## config.mk

```make
export PLATFORM = sky130hd
export DESIGN_NAME = column_reduce_acc_flat
export DESIGN_NICKNAME = d
export VERILOG_FILES = /design/src/rtl/column_reduce_acc_if.sv /design/src/rtl/column_reduce_acc.sv /design/src/flat_wrapper.sv
export SDC_FILE = /design/constraint.sdc
export NUM_CORES = 1
export LEC_CHECK = 0
export BUFFER_PORTS_ARGS = -buffer_cell sky130_fd_sc_hd__buf_2
export CORE_ASPECT_RATIO = 2
export CORE_UTILIZATION = 56
export CTS_CLUSTER_DIAMETER = 30
export DETAILED_ROUTE_END_ITERATION = 8
export MAX_ROUTING_LAYER = met4
export PLACE_DENSITY = 0.89
export SLEW_MARGIN = 20
export SYNTH_ARGS = -nofsm -noshare
export SYNTH_HDL_FRONTEND = slang
export SYNTH_SLANG_ARGS = --single-unit
```

## constraint.sdc

```tcl
create_clock -name clk -period 8 [get_ports clk]
set_clock_uncertainty 0.15 [all_clocks]
set_input_delay 1.6 -clock clk [delete_from_list [all_inputs] [get_ports clk]]
set_output_delay 1.6 -clock clk [all_outputs]
set_load 0.01 [all_outputs]
```

## src/rtl/column_reduce_acc_if.sv

```systemverilog
// ---------------------------------------------------------------------------
// column_reduce_acc_if
// Purpose : bundles the beat handshake, the fifteen weighted column bit-heaps
//           and the group-result outputs of column_reduce_acc.
// Signals : in_valid/in_first/in_last - beat strobe and group markers
//           O0..O14                   - column bits, column k has weight 2^k
//           out_valid/out_acc/out_sat - completed group result and overflow flag
//           err_restart               - group restarted before its last beat
// Modports: master drives beats and reads results, slave is the reducer.
// ---------------------------------------------------------------------------
interface column_reduce_acc_if #(
    parameter int ACC_W = 32
);
    logic                    in_valid;
    logic                    in_first;
    logic                    in_last;
    logic [8:0]              O14;
    logic [8:0]              O13;
    logic [17:0]             O12;
    logic [17:0]             O11;
    logic [35:0]             O10;
    logic [35:0]             O9;
    logic [35:0]             O8;
    logic [35:0]             O7;
    logic [44:0]             O6;
    logic [26:0]             O5;
    logic [35:0]             O4;
    logic [17:0]             O3;
    logic [26:0]             O2;
    logic [8:0]              O1;
    logic [17:0]             O0;
    logic                    out_valid;
    logic signed [ACC_W-1:0] out_acc;
    logic                    out_sat;
    logic                    err_restart;

    modport master (
        output in_valid, in_first, in_last,
        output O14, O13, O12, O11, O10, O9, O8, O7, O6, O5, O4, O3, O2, O1, O0,
        input  out_valid, out_acc, out_sat, err_restart
    );

    modport slave (
        input  in_valid, in_first, in_last,
        input  O14, O13, O12, O11, O10, O9, O8, O7, O6, O5, O4, O3, O2, O1, O0,
        output out_valid, out_acc, out_sat, err_restart
    );
endinterface

```

## src/rtl/column_reduce_acc.sv

```systemverilog
// ---------------------------------------------------------------------------
// column_reduce_acc
// Purpose : reduces the fifteen weighted column bit-heaps of the Booth
//           partial-product stage to one signed dot-product per beat, then
//           accumulates the beats of a kernel group and emits the group sum.
//           Three register stages: popcount, weighted sum, accumulate.
// Ports   : clk     - clock, all state on the rising edge
//           reset_n - synchronous active-low reset
//           io_bus  - column_reduce_acc_if slave modport (beats in, results out)
// Params  : SUM_W - per-beat dot-product width (column sum mod 2^SUM_W, signed)
//           ACC_W - accumulator and result width, must exceed SUM_W
//           SAT   - 1 clamps the accumulator at full scale, 0 wraps
// ---------------------------------------------------------------------------
module column_reduce_acc #(
    parameter int SUM_W = 16,
    parameter int ACC_W = 32,
    parameter bit SAT   = 1'b1
) (
    input  logic                  clk,
    input  logic                  reset_n,
    column_reduce_acc_if.slave    io_bus
);

    localparam logic [ACC_W-1:0] ACC_MAX = {1'b0, {(ACC_W-1){1'b1}}};
    localparam logic [ACC_W-1:0] ACC_MIN = {1'b1, {(ACC_W-1){1'b0}}};

    typedef enum logic {
        GRP_IDLE,
        GRP_OPEN
    } grpState_t;

    function automatic logic [5:0] popCount(input logic [44:0] v);
        logic [5:0] n;
        n = '0;
        for (int i = 0; i < 45; i++) begin
            n = n + {5'd0, v[i]};
        end
        return n;
    endfunction

    logic [5:0]              w_cnt [15];
    logic [5:0]              r_cnt [15];
    logic                    r_s1Valid;
    logic                    r_s1First;
    logic                    r_s1Last;

    logic [SUM_W-1:0]        w_beatSum;
    logic signed [SUM_W-1:0] r_beat;
    logic                    r_s2Valid;
    logic                    r_s2First;
    logic                    r_s2Last;

    grpState_t               r_state;
    grpState_t               w_stateNext;
    logic [ACC_W-1:0]        r_acc;
    logic                    r_groupSat;
    logic [ACC_W-1:0]        w_beatExt;
    logic [ACC_W:0]          w_sumWide;
    logic                    w_ovf;
    logic [ACC_W-1:0]        w_addResult;
    logic [ACC_W-1:0]        w_accNext;
    logic                    w_satNext;
    logic                    w_emit;
    logic                    w_err;

    logic                    r_outValid;
    logic [ACC_W-1:0]        r_outAcc;
    logic                    r_outSat;
    logic                    r_errRestart;

    // Column populations; narrower columns are zero-extended to a common width.
    always_comb begin
        w_cnt[0]  = popCount(45'(io_bus.O0));
        w_cnt[1]  = popCount(45'(io_bus.O1));
        w_cnt[2]  = popCount(45'(io_bus.O2));
        w_cnt[3]  = popCount(45'(io_bus.O3));
        w_cnt[4]  = popCount(45'(io_bus.O4));
        w_cnt[5]  = popCount(45'(io_bus.O5));
        w_cnt[6]  = popCount(io_bus.O6);
        w_cnt[7]  = popCount(45'(io_bus.O7));
        w_cnt[8]  = popCount(45'(io_bus.O8));
        w_cnt[9]  = popCount(45'(io_bus.O9));
        w_cnt[10] = popCount(45'(io_bus.O10));
        w_cnt[11] = popCount(45'(io_bus.O11));
        w_cnt[12] = popCount(45'(io_bus.O12));
        w_cnt[13] = popCount(45'(io_bus.O13));
        w_cnt[14] = popCount(45'(io_bus.O14));
    end

    // Stage 1: register column counts; group markers only mean something with a valid beat.
    always_ff @(posedge clk) begin
        if (!reset_n) begin
            r_s1Valid <= 1'b0;
            r_s1First <= 1'b0;
            r_s1Last  <= 1'b0;
            for (int k = 0; k < 15; k++) begin
                r_cnt[k] <= '0;
            end
        end else begin
            r_s1Valid <= io_bus.in_valid;
            r_s1First <= io_bus.in_valid & io_bus.in_first;
            r_s1Last  <= io_bus.in_valid & io_bus.in_last;
            r_cnt     <= w_cnt;
        end
    end

    // Weighted column sum built directly at SUM_W bits, so the carry out of the
    // top bit is discarded and the result is the sum modulo 2^SUM_W.
    always_comb begin
        w_beatSum = '0;
        for (int k = 0; k < 15; k++) begin
            w_beatSum = w_beatSum + (SUM_W'(r_cnt[k]) << k);
        end
    end

    // Stage 2: hold the beat as a signed dot-product.
    always_ff @(posedge clk) begin
        if (!reset_n) begin
            r_beat    <= '0;
            r_s2Valid <= 1'b0;
            r_s2First <= 1'b0;
            r_s2Last  <= 1'b0;
        end else begin
            r_beat    <= signed'(w_beatSum);
            r_s2Valid <= r_s1Valid;
            r_s2First <= r_s1First;
            r_s2Last  <= r_s1Last;
        end
    end

    // Accumulate with one guard bit; overflow shows as the guard bit disagreeing
    // with the sign bit, and the guard bit gives the true sign for clamping.
    always_comb begin
        w_beatExt   = ACC_W'(r_beat);
        w_sumWide   = {r_acc[ACC_W-1], r_acc} + {w_beatExt[ACC_W-1], w_beatExt};
        w_ovf       = w_sumWide[ACC_W] ^ w_sumWide[ACC_W-1];
        w_addResult = w_sumWide[ACC_W-1:0];
        if (SAT && w_ovf) begin
            w_addResult = w_sumWide[ACC_W] ? ACC_MIN : ACC_MAX;
        end
    end

    // Group tracker: a first beat always restarts (flagging a dropped open group),
    // continuation beats only count while a group is open, last closes and emits.
    always_comb begin
        w_stateNext = r_state;
        w_accNext   = r_acc;
        w_satNext   = r_groupSat;
        w_emit      = 1'b0;
        w_err       = 1'b0;
        if (r_s2Valid) begin
            if (r_s2First) begin
                w_accNext   = w_beatExt;
                w_satNext   = 1'b0;
                w_err       = (r_state == GRP_OPEN);
                w_emit      = r_s2Last;
                w_stateNext = r_s2Last ? GRP_IDLE : GRP_OPEN;
            end else if (r_state == GRP_OPEN) begin
                w_accNext = w_addResult;
                w_satNext = r_groupSat | w_ovf;
                w_emit    = r_s2Last;
                if (r_s2Last) begin
                    w_stateNext = GRP_IDLE;
                end
            end
        end
    end

    // Stage 3: accumulator state and registered outputs; results hold between pulses.
    always_ff @(posedge clk) begin
        if (!reset_n) begin
            r_state      <= GRP_IDLE;
            r_acc        <= '0;
            r_groupSat   <= 1'b0;
            r_outValid   <= 1'b0;
            r_outAcc     <= '0;
            r_outSat     <= 1'b0;
            r_errRestart <= 1'b0;
        end else begin
            r_state      <= w_stateNext;
            r_acc        <= w_accNext;
            r_groupSat   <= w_satNext;
            r_outValid   <= w_emit;
            r_errRestart <= w_err;
            if (w_emit) begin
                r_outAcc <= w_accNext;
                r_outSat <= w_satNext;
            end
        end
    end

    assign io_bus.out_valid   = r_outValid;
    assign io_bus.out_acc     = r_outAcc;
    assign io_bus.out_sat     = r_outSat;
    assign io_bus.err_restart = r_errRestart;

endmodule

```

## src/flat_wrapper.sv

```systemverilog
// flat-port wrapper written by rule: the top's interface ports become plain ports
module column_reduce_acc_flat 
#(
    parameter int SUM_W = 16,
    parameter int ACC_W = 32,
    parameter bit SAT   = 1'b1
)
  (clk, reset_n, io_bus_in_valid, io_bus_in_first, io_bus_in_last, io_bus_O14, io_bus_O13, io_bus_O12, io_bus_O11, io_bus_O10, io_bus_O9, io_bus_O8, io_bus_O7, io_bus_O6, io_bus_O5, io_bus_O4, io_bus_O3, io_bus_O2, io_bus_O1, io_bus_O0, io_bus_out_valid, io_bus_out_acc, io_bus_out_sat, io_bus_err_restart);
  column_reduce_acc_if #(.ACC_W(ACC_W)) io_bus_i ();
  input  logic clk;
  input  logic reset_n;
  input wire logic [$bits(io_bus_i.in_valid)-1:0] io_bus_in_valid;
  input wire logic [$bits(io_bus_i.in_first)-1:0] io_bus_in_first;
  input wire logic [$bits(io_bus_i.in_last)-1:0] io_bus_in_last;
  input wire logic [$bits(io_bus_i.O14)-1:0] io_bus_O14;
  input wire logic [$bits(io_bus_i.O13)-1:0] io_bus_O13;
  input wire logic [$bits(io_bus_i.O12)-1:0] io_bus_O12;
  input wire logic [$bits(io_bus_i.O11)-1:0] io_bus_O11;
  input wire logic [$bits(io_bus_i.O10)-1:0] io_bus_O10;
  input wire logic [$bits(io_bus_i.O9)-1:0] io_bus_O9;
  input wire logic [$bits(io_bus_i.O8)-1:0] io_bus_O8;
  input wire logic [$bits(io_bus_i.O7)-1:0] io_bus_O7;
  input wire logic [$bits(io_bus_i.O6)-1:0] io_bus_O6;
  input wire logic [$bits(io_bus_i.O5)-1:0] io_bus_O5;
  input wire logic [$bits(io_bus_i.O4)-1:0] io_bus_O4;
  input wire logic [$bits(io_bus_i.O3)-1:0] io_bus_O3;
  input wire logic [$bits(io_bus_i.O2)-1:0] io_bus_O2;
  input wire logic [$bits(io_bus_i.O1)-1:0] io_bus_O1;
  input wire logic [$bits(io_bus_i.O0)-1:0] io_bus_O0;
  output wire logic [$bits(io_bus_i.out_valid)-1:0] io_bus_out_valid;
  output wire logic [$bits(io_bus_i.out_acc)-1:0] io_bus_out_acc;
  output wire logic [$bits(io_bus_i.out_sat)-1:0] io_bus_out_sat;
  output wire logic [$bits(io_bus_i.err_restart)-1:0] io_bus_err_restart;
  assign io_bus_i.in_valid = io_bus_in_valid;
  assign io_bus_i.in_first = io_bus_in_first;
  assign io_bus_i.in_last = io_bus_in_last;
  assign io_bus_i.O14 = io_bus_O14;
  assign io_bus_i.O13 = io_bus_O13;
  assign io_bus_i.O12 = io_bus_O12;
  assign io_bus_i.O11 = io_bus_O11;
  assign io_bus_i.O10 = io_bus_O10;
  assign io_bus_i.O9 = io_bus_O9;
  assign io_bus_i.O8 = io_bus_O8;
  assign io_bus_i.O7 = io_bus_O7;
  assign io_bus_i.O6 = io_bus_O6;
  assign io_bus_i.O5 = io_bus_O5;
  assign io_bus_i.O4 = io_bus_O4;
  assign io_bus_i.O3 = io_bus_O3;
  assign io_bus_i.O2 = io_bus_O2;
  assign io_bus_i.O1 = io_bus_O1;
  assign io_bus_i.O0 = io_bus_O0;
  assign io_bus_out_valid = io_bus_i.out_valid;
  assign io_bus_out_acc = io_bus_i.out_acc;
  assign io_bus_out_sat = io_bus_i.out_sat;
  assign io_bus_err_restart = io_bus_i.err_restart;
  column_reduce_acc #(.SUM_W(SUM_W), .ACC_W(ACC_W), .SAT(SAT)) u_core (.clk(clk), .reset_n(reset_n), .io_bus(io_bus_i));
endmodule
```

==> reports/qor.csv, run 1 <==
stage,metric,value,unit
cts,cts_htree_levels,4,
cts,ctsResizeCount,0,
grt,grt_overflow,0,
timing,fin_crit_sh,82.2,%
timing,relSlewSlack,30.3,%
floorplanning,ios,418,
grt,grt.total_usage,34.0,%
placed_design,placedCellCount,2703,
yosys,netlist_instances,1899,
drt,drc_errors,0,
cells_and_area,nNetsFinal,3161,
floorplanning,die_y,256,µm
cts,clkTransAtPathRegs,0.07,ns
yosys,synth.distinct_cells,75,
timing,tns,0,ns
grt,antenna_found_initial,22,
job,drv_cap,0,
grt,grt_max_degree,81,
power_and_ir_drop,ir_drop,0.301,mV
cells_and_area,mostFrequentLayoutCells,"534 x inv_1, 417 x buf_2, 318 x fa_1",
timing,rsz0062_at_grt,false,
drt,drt-total-wl,51.5,mm
cells_and_area,fillCellCount,2537,
drt,num_vias,14500,
cts,clockBufferDepth,2,
critical_path,cp_cell_sequence,buf_2 > ha_1 > inv_1 > fa_1 > fa_1 > fa_1 > fa_1 > fa_1 > fa_1 > fa_1 > inv_1 > ha_1 > fa_1 > a21o_1 > a21oi_1 > xor2_1 > nor2_1,
cts,clkLatencyLatePin,0.44,ns
yosys,synth_top_area_cell,fa_1,
cts,postCtsHoldBufs,0,
yosys,yosysTopAreaCellShare,35.1,%
cells_and_area,final_util,67.0,%
timing,fmax,0.152,GHz
critical_path,slowest_delay,0.54,ns
drt,wl_per_cell,18.7,µm
critical_path,reg2reg_depth,18,
grt,grt_pass1_vias,16500,
timing,tightestPinTransition,1.04,ns
critical_path,crit_fanout,2,
critical_path,crit_path_frequent_cell,fa_1,
yosys,ys_ff_latch,167,
cells_and_area,fin_cells,2758,
placed_design,hpwl,44.9,mm
cells_and_area,final_area,21200,µm²
timing,drv_slew,0,
floorplanning,coreArea,31700,µm²
critical_path,start_kind,input pin,
timing,hold_viol,0,
critical_path,crit_end,u_core.r_cnt[52]$_SDFF_PN0_,
timing,period_needed,6.58,ns
critical_path,crit_required,8.15,ns
grt,grt_pass1_wl,81.0,mm
run_status,status,"complete, no violations",
cts,root_buffer,clkbuf_16,
placed_design,gp_congestion,1.03,
placed_design,portBuffers,417,
power_and_ir_drop,p_per_area,437,nW/µm²
critical_path,startpoint,io_bus_O6[0],
cells_and_area,area_growth,17.1,%
cts,cts_num_sinks,167,
yosys,netlist_area,18100,µm²
yosys,synth.area.top_cells,"fa_1 35%, dfxtp_1 18%, ha_1 11%",
cells_and_area,final_common_cell,inv_1,
critical_path,r2r_setup_slack,2.73,ns
floorplanning,initial_core_util,57.2,%
yosys,synth_flop_cell,dfxtp_1,
timing,setup_viol,0,
power_and_ir_drop,power.leakage,11.6,nW
yosys,async_flop_share,0,%
critical_path,slowest_stage,fa_1,
yosys,synth_seq_area_share,18.5,%
worst_hold_path,min_path_type,reg2reg,
critical_path,timing_worst_setup_path_type,in2reg,
floorplanning,die_w,129,µm
critical_path,r2r_end,u_core.r_beat[15]$_SDFF_PN0_,
critical_path,crit_arrival,6.73,ns
drt,firstDrtPassIters,4,
worst_hold_path,hp-start,u_core.r_s1Last$_SDFF_PN0_,
drt,drt_iter0_markers,579,
cts,numCtsBuffers,17,
critical_path,end_kind,flip-flop,
floorplanning,dieArea,33100,µm²
yosys,syn_avg_cell_area,9.54,µm²
yosys,yosysWarnings,0,
critical_path,r2r-start,u_core.r_cnt[85]$_SDFF_PN0_,
placed_design,place_area,20600,µm²
yosys,synth_edf_count,0,
cts,post_cts_buffers,0,
yosys,synth_nets,2761,
cts,cts_tree,built,
drt,ant_nets,0,
cells_and_area,layout-drive-gt1-share,20.8,%
drt,routed_via_density,5.24,
floorplanning,rows,92,
## Yosys cell counts, types with 19 or more instances
master / n
inv_1: 534
fa_1: 318
dfxtp_1: 167
ha_1: 161
a21oi_1: 95
nor2_1: 85
nand2_1: 61
xnor2_1: 46
a21o_1: 45
and2_1: 41
o21ai_0: 40
clkbuf_1: 28
nor2b_1: 27
nor3_1: 24
xor2_1: 23
a22o_1: 19
## critical path, delay by kind of cell
family                   cells  cell delay (ns)
AO/OA/AOI/OAI                2             0.34
AND/OR/NAND/NOR              1             0.06
buffers and inverters        3             0.23
adder cells (fa/ha/maj)     10             4.31
XOR/XNOR                     1             0.18
## how the worst min path moves through the flow
stage	end	cells after the start
finish	u_core.r_s2Last$_SDFF_PN0_	1
global route	u_core.r_s2Valid$_SDFF_PN0_	1
CTS	u_core.r_s2Valid$_SDFF_PN0_	1
detailed placement	u_core.r_s2Valid$_SDFF_PN0_	1
global placement	u_core.r_s2First$_SDFF_PN0_	1
floorplan	u_core.r_beat[0]$_SDFF_PN0_	1
## state kept, by name, summed over array words and instances, names as in the netlist
signal                     cells
u_core.r_s2Last                1
u_core.r_state                 1
u_core.r_s1Valid               1
u_core.r_s2Valid               1
u_core.r_cnt                  76
u_core.io_bus.err_restart      1
u_core.io_bus.out_acc         32
u_core.r_s1First               1
u_core.r_acc                  32
u_core.io_bus.out_sat          1
u_core.r_beat                 16
u_core.r_s2First               1
u_core.r_groupSat              1
u_core.io_bus.out_valid        1
u_core.r_s1Last                1
## cells by family (layout without fill, tap and decap cells)
family	after synthesis	in the layout	synth area share, %
AO/OA/AOI/OAI	306	306	11.5
XOR/XNOR	69	69	3.34
adder cells (fa/ha/maj)	479	479	46.3
buffers and inverters	581	994	12.3
flip-flops	167	167	18.5
multiplexers	3	3	0.193
other	0	23	0
AND/OR/NAND/NOR	294	294	8.02
## per-layer routing
metal	wire length (µm)	vias to the layer above	share of wire, %	global-route usage [%]
li1	-	6658	-	-
met1	16000	7040	31	29.4
met2	29400	520	57	63.5
met3	1910	232	3.7	5.13
met4	4280	0	8.3	25.4
met5	0	-	0	-
## layout make-up
type / instances / area (µm²) / share of cell area (%)
antenna: 23 / 57.6 / 0.271
clock buffer: 18 / 429 / 2.02
clock inverter: 14 / 139 / 0.655
inverter: 538 / 2020 / 9.52
multi-input combinational: 1151 / 12600 / 59.2
sequential: 167 / 3340 / 15.8
tap: 423 / 529 / 2.50
timing repair buffer: 424 / 2140 / 10.1
## power breakdown
part           total [W]  switching, W  internal, W
combinational    0.00725       0.00386      0.00340
clock           0.000810      0.000372     0.000437
sequential       0.00120      0.000119      0.00108
## metrics by stage
stage,power (W),worst slack (ns),hold WS (ns)
after global routing,0.0105,1.25,0.303
after floorplan,0.00675,1.34,0.262
after detailed placement,0.00846,0.963,0.270
final,0.00926,1.42,0.289
after global placement,0.00801,1.07,0.269
after CTS,0.00934,1.42,0.293
Power figures use the tool's default switching activity.
==> inputs of run 2 (changes only) <==
--- a/config.mk
+++ b/config.mk
@@ -5,13 +5,14 @@
 export SDC_FILE = /design/constraint.sdc
 export NUM_CORES = 1
 export LEC_CHECK = 0
+export ABC_AREA = 1
 export BUFFER_PORTS_ARGS = -buffer_cell sky130_fd_sc_hd__buf_2
 export CORE_ASPECT_RATIO = 2
-export CORE_UTILIZATION = 56
+export CORE_UTILIZATION = 51
 export CTS_CLUSTER_DIAMETER = 30
 export DETAILED_ROUTE_END_ITERATION = 8
 export MAX_ROUTING_LAYER = met4
-export PLACE_DENSITY = 0.89
+export PLACE_DENSITY = 0.86
 export SLEW_MARGIN = 20
 export SYNTH_ARGS = -nofsm -noshare
 export SYNTH_HDL_FRONTEND = slang
==> constraint.sdc (replaced) <==
create_clock -name clk -period 5.67 [get_ports clk]
set_clock_uncertainty 0.15 [all_clocks]
set_input_delay 1.134 -clock clk [delete_from_list [all_inputs] [get_ports clk]]
set_output_delay 1.134 -clock clk [all_outputs]
set_load 0.01 [all_outputs]
==> run 2 against run 1 <==
The flow now finishes with violations (DRC, setup timing). Sequential power is 44% higher. Routed wire length up 7.9%. Largest power group unchanged. Global-route usage down 2.7 points. Sequential share of layout area decreased by 0.83 points. Register-to-register slack lost 2.0 ns. Via count grew 11%. Largest cell class unchanged. Utilization shrank 5.7 points.
==> reports/qor.csv, run 2 <==
stage,metric,value,unit
power_and_ir_drop,power,0.0146,W
yosys,synth_top_area_cell,fa_1,
cts,cts_htree_levels,4,
drt,drt_iter0_markers,607,
critical_path,crit_required,5.90,ns
floorplanning,ios,418,
yosys,async_flop_share,0,%
drt,drc_errors,10,
power_and_ir_drop,power.leakage,12.6,nW
run_status,violations,"DRC, setup timing",
cts,clkTransAtPathRegs,0.07,ns
floorplanning,die_y,274,µm
grt,antenna_found_initial,1,
timing,rsz0062_at_grt,true,
timing,fmax,0.170,GHz
critical_path,end_kind,flip-flop,
cts,clockBufferDepth,2,
timing,worst_slack,-0.202,ns
yosys,yosysTopAreaCellShare,33.7,%
floorplanning,die_w,138,µm
critical_path,cp_cell_sequence,buf_8 > ha_4 > inv_2 > fa_1 > fa_2 > fa_2 > fa_1 > fa_1 > fa_1 > fa_1 > inv_2 > ha_4 > fa_2 > nand2_1 > inv_1 > nor2_1 > nor2_1 > nor2_1 > o21ai_1 > a21oi_1,
drt,num_vias,16000,
cts,cts_tree,built,
critical_path,crit_path_frequent_cell,fa_1,
grt,grt.total_usage,31.3,%
yosys,synth_nets,3152,
cts,clkLatencyLatePin,0.46,ns
power_and_ir_drop,comb_power_share,79.9,%
cells_and_area,mostFrequentLayoutCells,"681 x inv_1, 413 x buf_2, 356 x nand2_1",
drt,ant_nets,0,
floorplanning,rows,99,
cells_and_area,fin_cells,3180,
grt,grt_pass1_wl,86.7,mm
cells_and_area,area_growth,18.5,%
cts,root_buffer,clkbuf_16,
placed_design,placedCellCount,3144,
grt,grt_max_degree,97,
power_and_ir_drop,power.internal,0.00753,W
placed_design,hpwl,47.7,mm
floorplanning,coreArea,36500,µm²
yosys,synth.distinct_cells,40,
cts,cts_num_sinks,167,
cells_and_area,layout-drive-gt1-share,21.2,%
drt,routed_via_density,5.04,
yosys,yosysWarnings,0,
yosys,synth.area.top_cells,"fa_1 34%, dfxtp_1 18%, inv_1 14%",
job,drv_cap,0,
timing,drv_slew,0,
yosys,synth_most_common_cell,inv_1,
yosys,synth_seq_area_share,17.7,%
power_and_ir_drop,p_clk_share,8.3,%
critical_path,crit_fanout,2,
timing,fin_crit_sh,104,%
cells_and_area,nNetsFinal,3575,
drt,drt-total-wl,55.6,mm
cts,numCtsBuffers,17,
placed_design,portBuffers,417,
yosys,netlist_area,18900,µm²
floorplanning,dieArea,37900,µm²
critical_path,start_kind,input pin,
cells_and_area,largest_register_ffs,76,
drt,wl_per_cell,17.5,µm
cells_and_area,final_common_cell,inv_1,
yosys,ys_ff_latch,167,
cells_and_area,largest-register,u_core.r_cnt,
yosys,netlist_instances,2290,
critical_path,slowest_stage,fa_2,
critical_path,slowest_delay,0.54,ns
power_and_ir_drop,ir_drop,0.671,mV
placed_design,place_area,21600,µm²
yosys,synth_common_cells,"693 x inv_1, 356 x nand2_1, 318 x fa_1",
critical_path,crit_arrival,6.10,ns
timing,tightestPinTransition,0.992,ns
placed_design,gp_congestion,0.969,
grt,grt_pass1_vias,17900,
yosys,syn_avg_cell_area,8.25,µm²
drt,firstDrtPassIters,7,
timing,relSlewSlack,33.8,%
critical_path,crit_buf_inv,4,
critical_path,timing_worst_setup_path_type,in2reg,
power_and_ir_drop,p_per_area,653,nW/µm²
placed_design,dpl_worst_slack,-0.779,ns
yosys,synth_flop_cell,dfxtp_1,
timing,setup_viol,3,
yosys,synth_edf_count,0,
floorplanning,initial_core_util,51.7,%
cells_and_area,final_area,22400,µm²
power_and_ir_drop,switching_share,48.5,%
grt,grt_overflow,0,
power_and_ir_drop,pwr-share-seq,11.8,%
power_and_ir_drop,switching_power,0.00708,W
critical_path,critPathTopFamily,adder cells,
run_status,status,"finished, violations left",
worst_hold_path,min_path_type,reg2reg,
cells_and_area,final_util,61.3,%
timing,hold_viol,0,
cts,postCtsHoldBufs,0,
timing,period_needed,5.87,ns
run 2: changes by cell type after synthesis, sizes merged, moves of 19 or more:
cell	delta
a21o	-30
nor2	+58
o21ai	+23
inv	+163
nand3	+33
nor2b	-27
nand2	+317
xnor2	-29
a21oi	+46
a22o	-19
and2	-42
run 2: final cells by class:
| cell class | instances | area [µm²] |
|---|---|---|
| Fill cell | 3087 | 14200 |
| Inverter | 699 | 2630 |
| Tap cell | 454 | 568 |
| Multi-Input combinational cell | 1382 | 12900 |
| Clock inverter | 12 | 140 |
| Timing Repair Buffer | 446 | 2330 |
| Clock buffer | 19 | 453 |
| Antenna cell | 1 | 2.50 |
| Sequential cell | 167 | 3340 |
run 2: kinds of logic after synthesis:
family	Yosys count	share of synthesized area [%]
AND/OR/NAND/NOR	592	12.8
flip-flops	167	17.7
adder cells (fa/ha/maj)	479	44.4
buffers and inverters	741	14.9
AO/OA/AOI/OAI	275	8.55
XOR/XNOR	36	1.67
run 2: power by group through the flow:
stage,Clock (W),Sequential (W),Combinational [W]
2_1_floorplan,0,0.00166,0.00757
3_3_place_gp,0,0.00175,0.0101
3_5_place_dp,0,0.00175,0.0109
4_1_cts,0.00123,0.00173,0.0115
5_1_grt,0.00127,0.00175,0.0133
6_report,0.00121,0.00173,0.0117
run 2: metrics by stage:
| stage | TNS [ns] | hold WS (ns) |
|---|---|---|
| 4_1_cts | -0.261 | 0.268 |
| 3_3_place_gp | -4.10 | 0.253 |
| 6_report | -0.258 | 0.265 |
| 2_1_floorplan | -0.426 | 0.240 |
| 3_5_place_dp | -8.68 | 0.257 |
| 5_1_grt | -0.677 | 0.290 |
run 2: final timing paths:
kind / slack, ns / depth (start not counted) / to / from
setup / recovery: -0.20 / 20 / u_core.r_cnt[52]$_SDFF_PN0_ / io_bus_O6[1]
hold / removal: 0.27 / 2 / u_core.r_s2First$_SDFF_PN0_ / u_core.r_s1First$_SDFF_PN0_
hold reg to reg: 0.27 / 2 / u_core.r_s2First$_SDFF_PN0_ / u_core.r_s1First$_SDFF_PN0_
setup reg to reg: 0.78 / 24 / u_core.r_beat[14]$_SDFF_PN0_ / u_core.r_cnt[78]$_SDFF_PN0_
run 2: layer usage:
| layer | GRT usage, % | up-vias | wire, µm |
|---|---|---|---|
| met5 | - | - | 0 |
| met4 | 22.8 | 0 | 4380 |
| met3 | 3.30 | 216 | 1830 |
| met2 | 62.5 | 552 | 32300 |
| met1 | 26.3 | 7701 | 17100 |
| li1 | - | 7572 | - |
run 2: worst register-to-register path, stage by stage (launching register included):
cell      delay, ns
dfxtp_1        0.30
ha_1           0.23
fa_1           0.41
a21oi_1        0.17
o21bai_1       0.10
fa_1           0.48
inv_1          0.05
fa_1           0.41
inv_1          0.08
fa_1           0.43
ha_1           0.31
ha_1           0.22
inv_1          0.08
fa_1           0.20
nor2_1         0.05
o21ai_0        0.14
nand2_1        0.10
nand2_1        0.07
nand2_1        0.06
a21oi_1        0.23
nor2_1         0.06
o21ai_0        0.18
nand2_1        0.09
o21ai_0        0.14
a21oi_1        0.06
run 2: timing repair:
| item | CTS | global route |
|---|---|---|
| endpoints found under the setup margin | 3 | 10 |
| resized for setup | 21 | 18 |
| pin swaps | 6 | 21 |
| setup buffers | 3 | 1 |
